===== config.mk =====
export PLATFORM = sky130hd
export DESIGN_NAME = sha256_round_ctrl
export DESIGN_NICKNAME = d
export VERILOG_FILES = /design/src/rtl/sha256_round_ctrl.sv
export SDC_FILE = /design/constraint.sdc
export NUM_CORES = 2
export LEC_CHECK = 0
export ABC_AREA = 1
export BUFFER_PORTS_ARGS = -buffer_cell sky130_fd_sc_hd__buf_2
export CORE_MARGIN = 2
export CORE_UTILIZATION = 50
export CTS_BUF_LIST = sky130_fd_sc_hd__clkbuf_16
export DETAILED_ROUTE_END_ITERATION = 12
export PLACE_DENSITY = 0.72
export SLEW_MARGIN = 10
export SYNTH_ARGS = -nofsm -noshare
export SYNTH_HDL_FRONTEND = slang
export SYNTH_SLANG_ARGS = --single-unit
export TNS_END_PERCENT = 1

===== constraint.sdc =====
create_clock -name clk -period 8.86 [get_ports clk]
set_input_delay 1.772 -clock clk [delete_from_list [all_inputs] [get_ports clk]]
set_output_delay 1.772 -clock clk [all_outputs]
set_load 0.03 [all_outputs]

===== src/rtl/sha256_round_ctrl.sv =====
// Iterative SHA-256 compression sequencer: one round per accepted W_t, 64 rounds per block.
// Define SHA256_FINAL_ADD_EN to add the latched init_hash into hash_out in FINAL (feed-forward).
`timescale 1ns/1ps
module sha256_round_ctrl (
  input  logic         clk,
  input  logic         rst_n,
  input  logic         start,
  input  logic [255:0] init_hash,
  input  logic         w_valid,
  input  logic [31:0]  w_data,
  output logic         w_ready,
  output logic [5:0]   round_idx,
  output logic         busy,
  output logic         done,
  output logic [255:0] hash_out
);

  typedef enum logic [1:0] {S_IDLE = 2'd0, S_ROUND = 2'd1, S_FINAL = 2'd2} state_t;

  localparam logic [31:0] K_TAB [64] = '{
    32'h428a2f98, 32'h71374491, 32'hb5c0fbcf, 32'he9b5dba5, 32'h3956c25b, 32'h59f111f1, 32'h923f82a4, 32'hab1c5ed5,
    32'hd807aa98, 32'h12835b01, 32'h243185be, 32'h550c7dc3, 32'h72be5d74, 32'h80deb1fe, 32'h9bdc06a7, 32'hc19bf174,
    32'he49b69c1, 32'hefbe4786, 32'h0fc19dc6, 32'h240ca1cc, 32'h2de92c6f, 32'h4a7484aa, 32'h5cb0a9dc, 32'h76f988da,
    32'h983e5152, 32'ha831c66d, 32'hb00327c8, 32'hbf597fc7, 32'hc6e00bf3, 32'hd5a79147, 32'h06ca6351, 32'h14292967,
    32'h27b70a85, 32'h2e1b2138, 32'h4d2c6dfc, 32'h53380d13, 32'h650a7354, 32'h766a0abb, 32'h81c2c92e, 32'h92722c85,
    32'ha2bfe8a1, 32'ha81a664b, 32'hc24b8b70, 32'hc76c51a3, 32'hd192e819, 32'hd6990624, 32'hf40e3585, 32'h106aa070,
    32'h19a4c116, 32'h1e376c08, 32'h2748774c, 32'h34b0bcb5, 32'h391c0cb3, 32'h4ed8aa4a, 32'h5b9cca4f, 32'h682e6ff3,
    32'h748f82ee, 32'h78a5636f, 32'h84c87814, 32'h8cc70208, 32'h90befffa, 32'ha4506ceb, 32'hbef9a3f7, 32'hc67178f2
  };

  state_t       state_q, state_d;
  logic [5:0]   t_q, t_d;
  logic [31:0]  a_q, b_q, c_q, d_q, e_q, f_q, g_q, h_q;
  logic [31:0]  a_d, b_d, c_d, d_d, e_d, f_d, g_d, h_d;
  logic [255:0] hash_q, hash_d;
  logic         busy_q, busy_d, w_ready_q, w_ready_d, done_q, done_d;
  logic [31:0]  t1, t2;
`ifdef SHA256_FINAL_ADD_EN
  logic [255:0] hin_q, hin_d;
`endif

  function automatic logic [31:0] big_sigma0(input logic [31:0] x);
    return {x[1:0], x[31:2]} ^ {x[12:0], x[31:13]} ^ {x[21:0], x[31:22]};
  endfunction

  function automatic logic [31:0] big_sigma1(input logic [31:0] x);
    return {x[5:0], x[31:6]} ^ {x[10:0], x[31:11]} ^ {x[24:0], x[31:25]};
  endfunction

  always_comb begin
    state_d = state_q;
    t_d     = t_q;
    a_d = a_q; b_d = b_q; c_d = c_q; d_d = d_q;
    e_d = e_q; f_d = f_q; g_d = g_q; h_d = h_q;
    hash_d  = hash_q;
    done_d  = 1'b0;
`ifdef SHA256_FINAL_ADD_EN
    hin_d   = hin_q;
`endif
    t1 = h_q + big_sigma1(e_q) + ((e_q & f_q) ^ (~e_q & g_q)) + K_TAB[t_q] + w_data;
    t2 = big_sigma0(a_q) + ((a_q & b_q) ^ (a_q & c_q) ^ (b_q & c_q));

    case (state_q)
      S_IDLE: begin
        if (start) begin
          {a_d, b_d, c_d, d_d, e_d, f_d, g_d, h_d} = init_hash;
`ifdef SHA256_FINAL_ADD_EN
          hin_d = init_hash;
`endif
          t_d     = 6'd0;
          state_d = S_ROUND;
        end
      end
      S_ROUND: begin
        if (w_valid && w_ready_q) begin
          h_d = g_q; g_d = f_q; f_d = e_q; e_d = d_q + t1;
          d_d = c_q; c_d = b_q; b_d = a_q; a_d = t1 + t2;
          // round_idx parks at 63 through FINAL
          if (t_q == 6'd63) state_d = S_FINAL;
          else              t_d = t_q + 6'd1;
        end
      end
      S_FINAL: begin
`ifdef SHA256_FINAL_ADD_EN
        hash_d = {a_q + hin_q[255:224], b_q + hin_q[223:192], c_q + hin_q[191:160], d_q + hin_q[159:128],
                  e_q + hin_q[127:96],  f_q + hin_q[95:64],   g_q + hin_q[63:32],   h_q + hin_q[31:0]};
`else
        hash_d = {a_q, b_q, c_q, d_q, e_q, f_q, g_q, h_q};
`endif
        done_d  = 1'b1;
        t_d     = 6'd0;
        state_d = S_IDLE;
      end
      default: state_d = S_IDLE;
    endcase

    // Handshake/status flags are decoded from the next state so they come straight from flops
    busy_d    = (state_d != S_IDLE);
    w_ready_d = (state_d == S_ROUND);
  end

  always_ff @(posedge clk or negedge rst_n) begin
    if (!rst_n) begin
      state_q   <= S_IDLE;
      t_q       <= 6'd0;
      a_q <= '0; b_q <= '0; c_q <= '0; d_q <= '0;
      e_q <= '0; f_q <= '0; g_q <= '0; h_q <= '0;
      hash_q    <= '0;
      busy_q    <= 1'b0;
      w_ready_q <= 1'b0;
      done_q    <= 1'b0;
`ifdef SHA256_FINAL_ADD_EN
      hin_q     <= '0;
`endif
    end else begin
      state_q   <= state_d;
      t_q       <= t_d;
      a_q <= a_d; b_q <= b_d; c_q <= c_d; d_q <= d_d;
      e_q <= e_d; f_q <= f_d; g_q <= g_d; h_q <= h_d;
      hash_q    <= hash_d;
      busy_q    <= busy_d;
      w_ready_q <= w_ready_d;
      done_q    <= done_d;
`ifdef SHA256_FINAL_ADD_EN
      hin_q     <= hin_d;
`endif
    end
  end

  assign w_ready   = w_ready_q;
  assign round_idx = t_q;
  assign busy      = busy_q;
  assign done      = done_q;
  assign hash_out  = hash_q;

endmodule


Word-level counts from Yosys, hierarchy flattened:

Memories as Yosys holds them, arrays and structs flattened.
Cells that the tools add are included.

* divide/modulo/power cells: 0
* $lt $le $gt $ge: 1
* reduce and logical (&&, ||, !) cells: 7
* $add $sub $neg: 8
* eq/ne operators: 7
* bitwise logic cells: 14
* muxes and demuxes: 35
* multipliers: 0
* shift operators: 0

Operator list (count)
* $mux 32: 18
* $pmux 32 s2: 8
* $add 32x32->32: 7
* $xor 32x32->32: 7
* $and 32x32->32: 5
* $not 32->32: 1
* $mux 6: 3
* $pmux 6 s3: 1
* $ge 7x7->1 const B: 1
* $not 6->7: 1
* $add 6x1->6 const B: 1
* $eq 6x6->1 const B: 1
* $mux 2: 3
* $ne 2x2->1 const B: 3
* $eq 2x1->1 const B: 2
* $pmux 2 s2: 1
* $reduce_and 4->1: 1
* $reduce_bool 2->1: 2
* $reduce_and 3->1: 1
* $reduce_bool 3->1: 1
* $eq 2x2->1 const B: 1
* $logic_not 2->1: 1
* $logic_and 1x1->1: 1
* $mux 1: 1

* output and inout port bits: 265
* bits in read-only memories: 2048
* RAM bits: 0
* word-level logic and storage cells: 87
* memories kept: 1
* bits in latches: 0
* input port bits: 292
* flip-flop bits (word level): 523

Memory list
* (name not given): depth 64, bits a word 32, rd ports 1, clocked after memory_dff 0, wr ports 0, line 60 `t1 = h_q + big_sigma1(e_q) + ((e_q & f_q) ^ (~e_q & g_q)) + K_TAB[t_q] + w_data;`

Longest topological paths before layout:

* word-level depth: 9
* depth in mapped cells: 41

Least setup slack after synthesis:

Ideal clock, no wire load.

* path type: in2reg
* start: input port w_data[1]
* end: register a_q[23]
* slack: 1.942 ns
* path buffers: 0
* arrival: 6.796 ns
* setup time: 0.122 ns
* stages on the path: 31
* path through: inv_1 -> fa_1 -> fa_1 -> fa_1 -> inv_1 -> ha_1 -> inv_1 -> fa_1 -> nand3b_1 -> nand2_1 -> nand2_1 -> nand2_1 -> nand3_1 -> nand3_1 -> nand2_1 -> nand2_1 -> a31o_2 -> xor2_1 -> inv_1 -> fa_1 -> inv_1 -> ha_1 -> nand2_1 -> nor2_1 -> nand3_1 -> o21ai_1 -> a21oi_1 -> o211ai_1 -> nand3_1 -> nand2_1 -> o21ai_1

* longest elaborated chain between the ends: 4

RTL lines
* start, declared: line 10 `input logic [31:0] w_data,`
* $add 32x32->32: line 60
* $add 32x32->32: line 77 `d_d = c_q; c_d = b_q; b_d = a_q; a_d = t1 + t2;`
* $mux 32: line 75 `if (w_valid && w_ready_q) begin`
* $pmux 32 s2: line 63 `case (state_q)`
* end signal, assigned: line 106 `a_q <= '0; b_q <= '0; c_q <= '0; d_q <= '0;`
* end signal, assigned: line 118 `a_q <= a_d; b_q <= b_d; c_q <= c_d; d_q <= d_d;`
* end, declared: line 33 `logic [31:0] a_q, b_q, c_q, d_q, e_q, f_q, g_q, h_q;`

Every way passes these cells. The select of a mux whose other input is x is not followed.
A chain may end at the register's enable or synchronous reset.

Worst setup path in the final report:

* start: register t_q[0], in the netlist round_idx[0]
* end: register a_q[23]

* longest elaborated chain between the ends: 9

RTL lines
* start, declared: line 32 `logic [5:0] t_q, t_d;`
* start signal, assigned: line 117 `t_q <= t_d;`
* $not 6->7 (not written as such): line 60
* $mem_v2 64x32
* $mux 32 (not written as such) (2 in a row): line 60
* $add 32x32->32 (2 in a row): line 60
* $add 32x32->32: line 77
* $mux 32: line 75
* $pmux 32 s2: line 63

Every way passes these cells. The select of a mux whose other input is x is not followed.

==> out/metrics.yaml <==
outcome: "completed"
drv_cap: 0
fin_skew_ns: 0.0866
cp_slowest_cell: "fa_1"
dieArea_um2: 71200
crit_path_start_kind: "register"
rsz0062_at_grt: "false"
required_ns: 9.35
post_cts_buffers: 0
clk_latency_ns: 0.67
fillCellCount: 6301
track_usage_pct: 39.8
clk_root_buffer_cell: "clkbuf_16"
grt_start_max_net_pins: 239
cts.sinks: 523
crit_top_cell: "nand2_1"
cts_tree: "yes"
cp-end-kind: "register"
cpPeakStageDelay_ns: 0.49
synth_area_leaders: "dfrtp_1 (38%), nand2_1 (9.5%), inv_1 (7.5%), fa_1 (7.2%), o21ai_0 (7.1%)"
synth_cell_types: 59
dp_cells: 5749
hpwl_um: 113000
worst_ep_arrival_time_ns: 8.04
fin_crit_sh_pct: 85.3
via_per_inst: 5.72
ys_async_sr_fraction_pct: 100
drive_gt1_share_pct: 16.5
tightest_slew_ns: 1.08
crit_type: "reg2reg"
grt_pass1_vias: 32100
syn_to_final_growth_pct: 17.2
antenna_found_initial: 16
grt-ovfl-total: 0
fmax_ghz: 0.132
synth_flop_cell: "dfrtp_1"
period_needed_ns: 7.56
nets: 5462
place.gp.congestion: 1.01
cts_hold_buf: 0
syn_area_um2: 34500
yosys-top-cells-count: "nand2_1 (872), inv_1 (689), dfrtp_1 (523)"
core_area_um2: 68500
via_count: 33600
synth_nets: 4938
synth_enable_flop_cells: 0
row_count: 96
grt_pass1_wl_um: 208000
cts_buffer_depth: 3
drc: 0
wl_um: 144000
yosysTopAreaCellShare_pct: 37.9
synth-seq-cells: 523
htree_levels: 2
synth_largest_area_cell: "dfrtp_1"
io_buffers: 556
start_util_pct: 50.5
ant_nets: 0
drt_iter0_drc: 3783
synth.avg_cell_area_um2: 7.85
die_w_um: 267
syn_inst: 4401
wl_per_cell_um: 24.5
cts_made_buffers: 56
drt_pass1_iterations: 6
drv_slew: 0
slew-limit-headroom_pct: 27.9
timing.setup.tns_ns: 0
synthMostInstantiatedCell: "nand2_1"
yosysWarnings: 0
die_h_um: 267
crit_fanout: 8
finalNonFillerCells: 5868
ctsResizeCount: 0
ys_seq_area_share_pct: 37.9
timing_hold_violations_final: 0
path_clk_slew_ns: 0.06
finalSetupViolCount: 0
boundaryPins: 557
hp-class: "reg2reg"
==> logic make-up (layout without fill, tap and decap cells) <==
group | after synthesis | after routing | share of synthesized area [%]
AOI/OAI and AO/OA | 1242 | 1242 | 20.8
xor gates and xnor gates | 189 | 189 | 4.79
adders and majority gates | 245 | 245 | 11.6
buffers and inverters | 942 | 1513 | 10.4
DFF | 523 | 523 | 37.9
other | 0 | 14 | 0
and+or+nand+nor | 1260 | 1260 | 14.5
==> per-stage QoR <==
step           util (%)  hold WS [ns]  setup WS, ns  instance area, um2
3_3_place_gp       56.5         0.461          1.01               38700
4_1_cts            59.1         0.482          1.43               40400
5_1_grt            59.1         0.495         0.934               40500
2_1_floorplan         -         0.503          1.94               34500
6_report           59.1         0.477          1.30               40500
3_5_place_dp       56.5         0.467         0.944               38700
==> layout make-up <==
cell class / count / area, um2 / area share, %
Clock inverter: 49 / 360 / 0.890
Inverter: 704 / 2650 / 6.55
Tap cell: 882 / 1100 / 2.73
Timing Repair Buffer: 704 / 3980 / 9.83
Clock buffer: 56 / 1400 / 3.46
Multi-Input combinational cell: 2936 / 17900 / 44.1
Sequential cell: 523 / 13100 / 32.3
Antenna cell: 14 / 35.0 / 0.0865
==> cells in the final DEF (no fill, tap or decap), drive strengths merged, types with 7 or more instances in the layout <==
master,n
a22oi,8
nor3,22
nor4,7
buf,704
nand3,120
nand2,873
ha,120
o21bai,14
fa,125
o21a,7
a31oi,23
xor2,108
o221ai,11
a21o,13
clkinv,30
a21boi,7
nor2,214
xnor2,81
dfrtp,523
o21ai,719
inv,719
a21oi,143
nand4,16
diode,14
clkbuf,56
o211ai,216
o22ai,40
==> state kept, by name, summed over array words and instances (netlist names) <==
register and cells:
f_q 32, h_q 32, round_idx 6, done 1, a_q 32, d_q 32, busy 1, e_q 32
g_q 32, hash_out 256, c_q 32, w_ready 1, b_q 32, state_q 2
==> metal layers <==
layer,track usage (%),part of all wire [%],up-vias
li1,-,-,15400
met1,51.0,39,16100
met2,64.3,47,1712
met3,6.19,8.1,350
met4,22.8,6.5,6
met5,0,0.023,-
==> worst max-delay path: cells and delay by family, from the launching register on <==
| kind | cells | cell delay, ns |
|---|---|---|
| simple gates | 14 | 1.97 |
| buf+inv | 8 | 1.14 |
| flops | 1 | 0.37 |
| compound gates | 9 | 1.41 |
| xor+xnor | 1 | 0.29 |
| fa+ha+maj | 6 | 2.25 |
==> final timing paths <==
kind	slack [ns]	from	depth (start not counted)	end
worst min-delay path	0.48	hash_out[44]	2	hash_out[44]
worst min register to register	0.48	hash_out[44]	2	hash_out[44]
min in group asynchronous	1.14	rst_n	1	round_idx[2]
worst max register to register	1.30	round_idx[0]	38	a_q[23]
worst max-delay path	1.30	round_idx[0]	38	a_q[23]
max in group asynchronous	6.20	rst_n	2	hash_out[10]
Power is not shown: default switching activity piles up to over one toggle a cycle in this logic, so the estimate is an artifact.
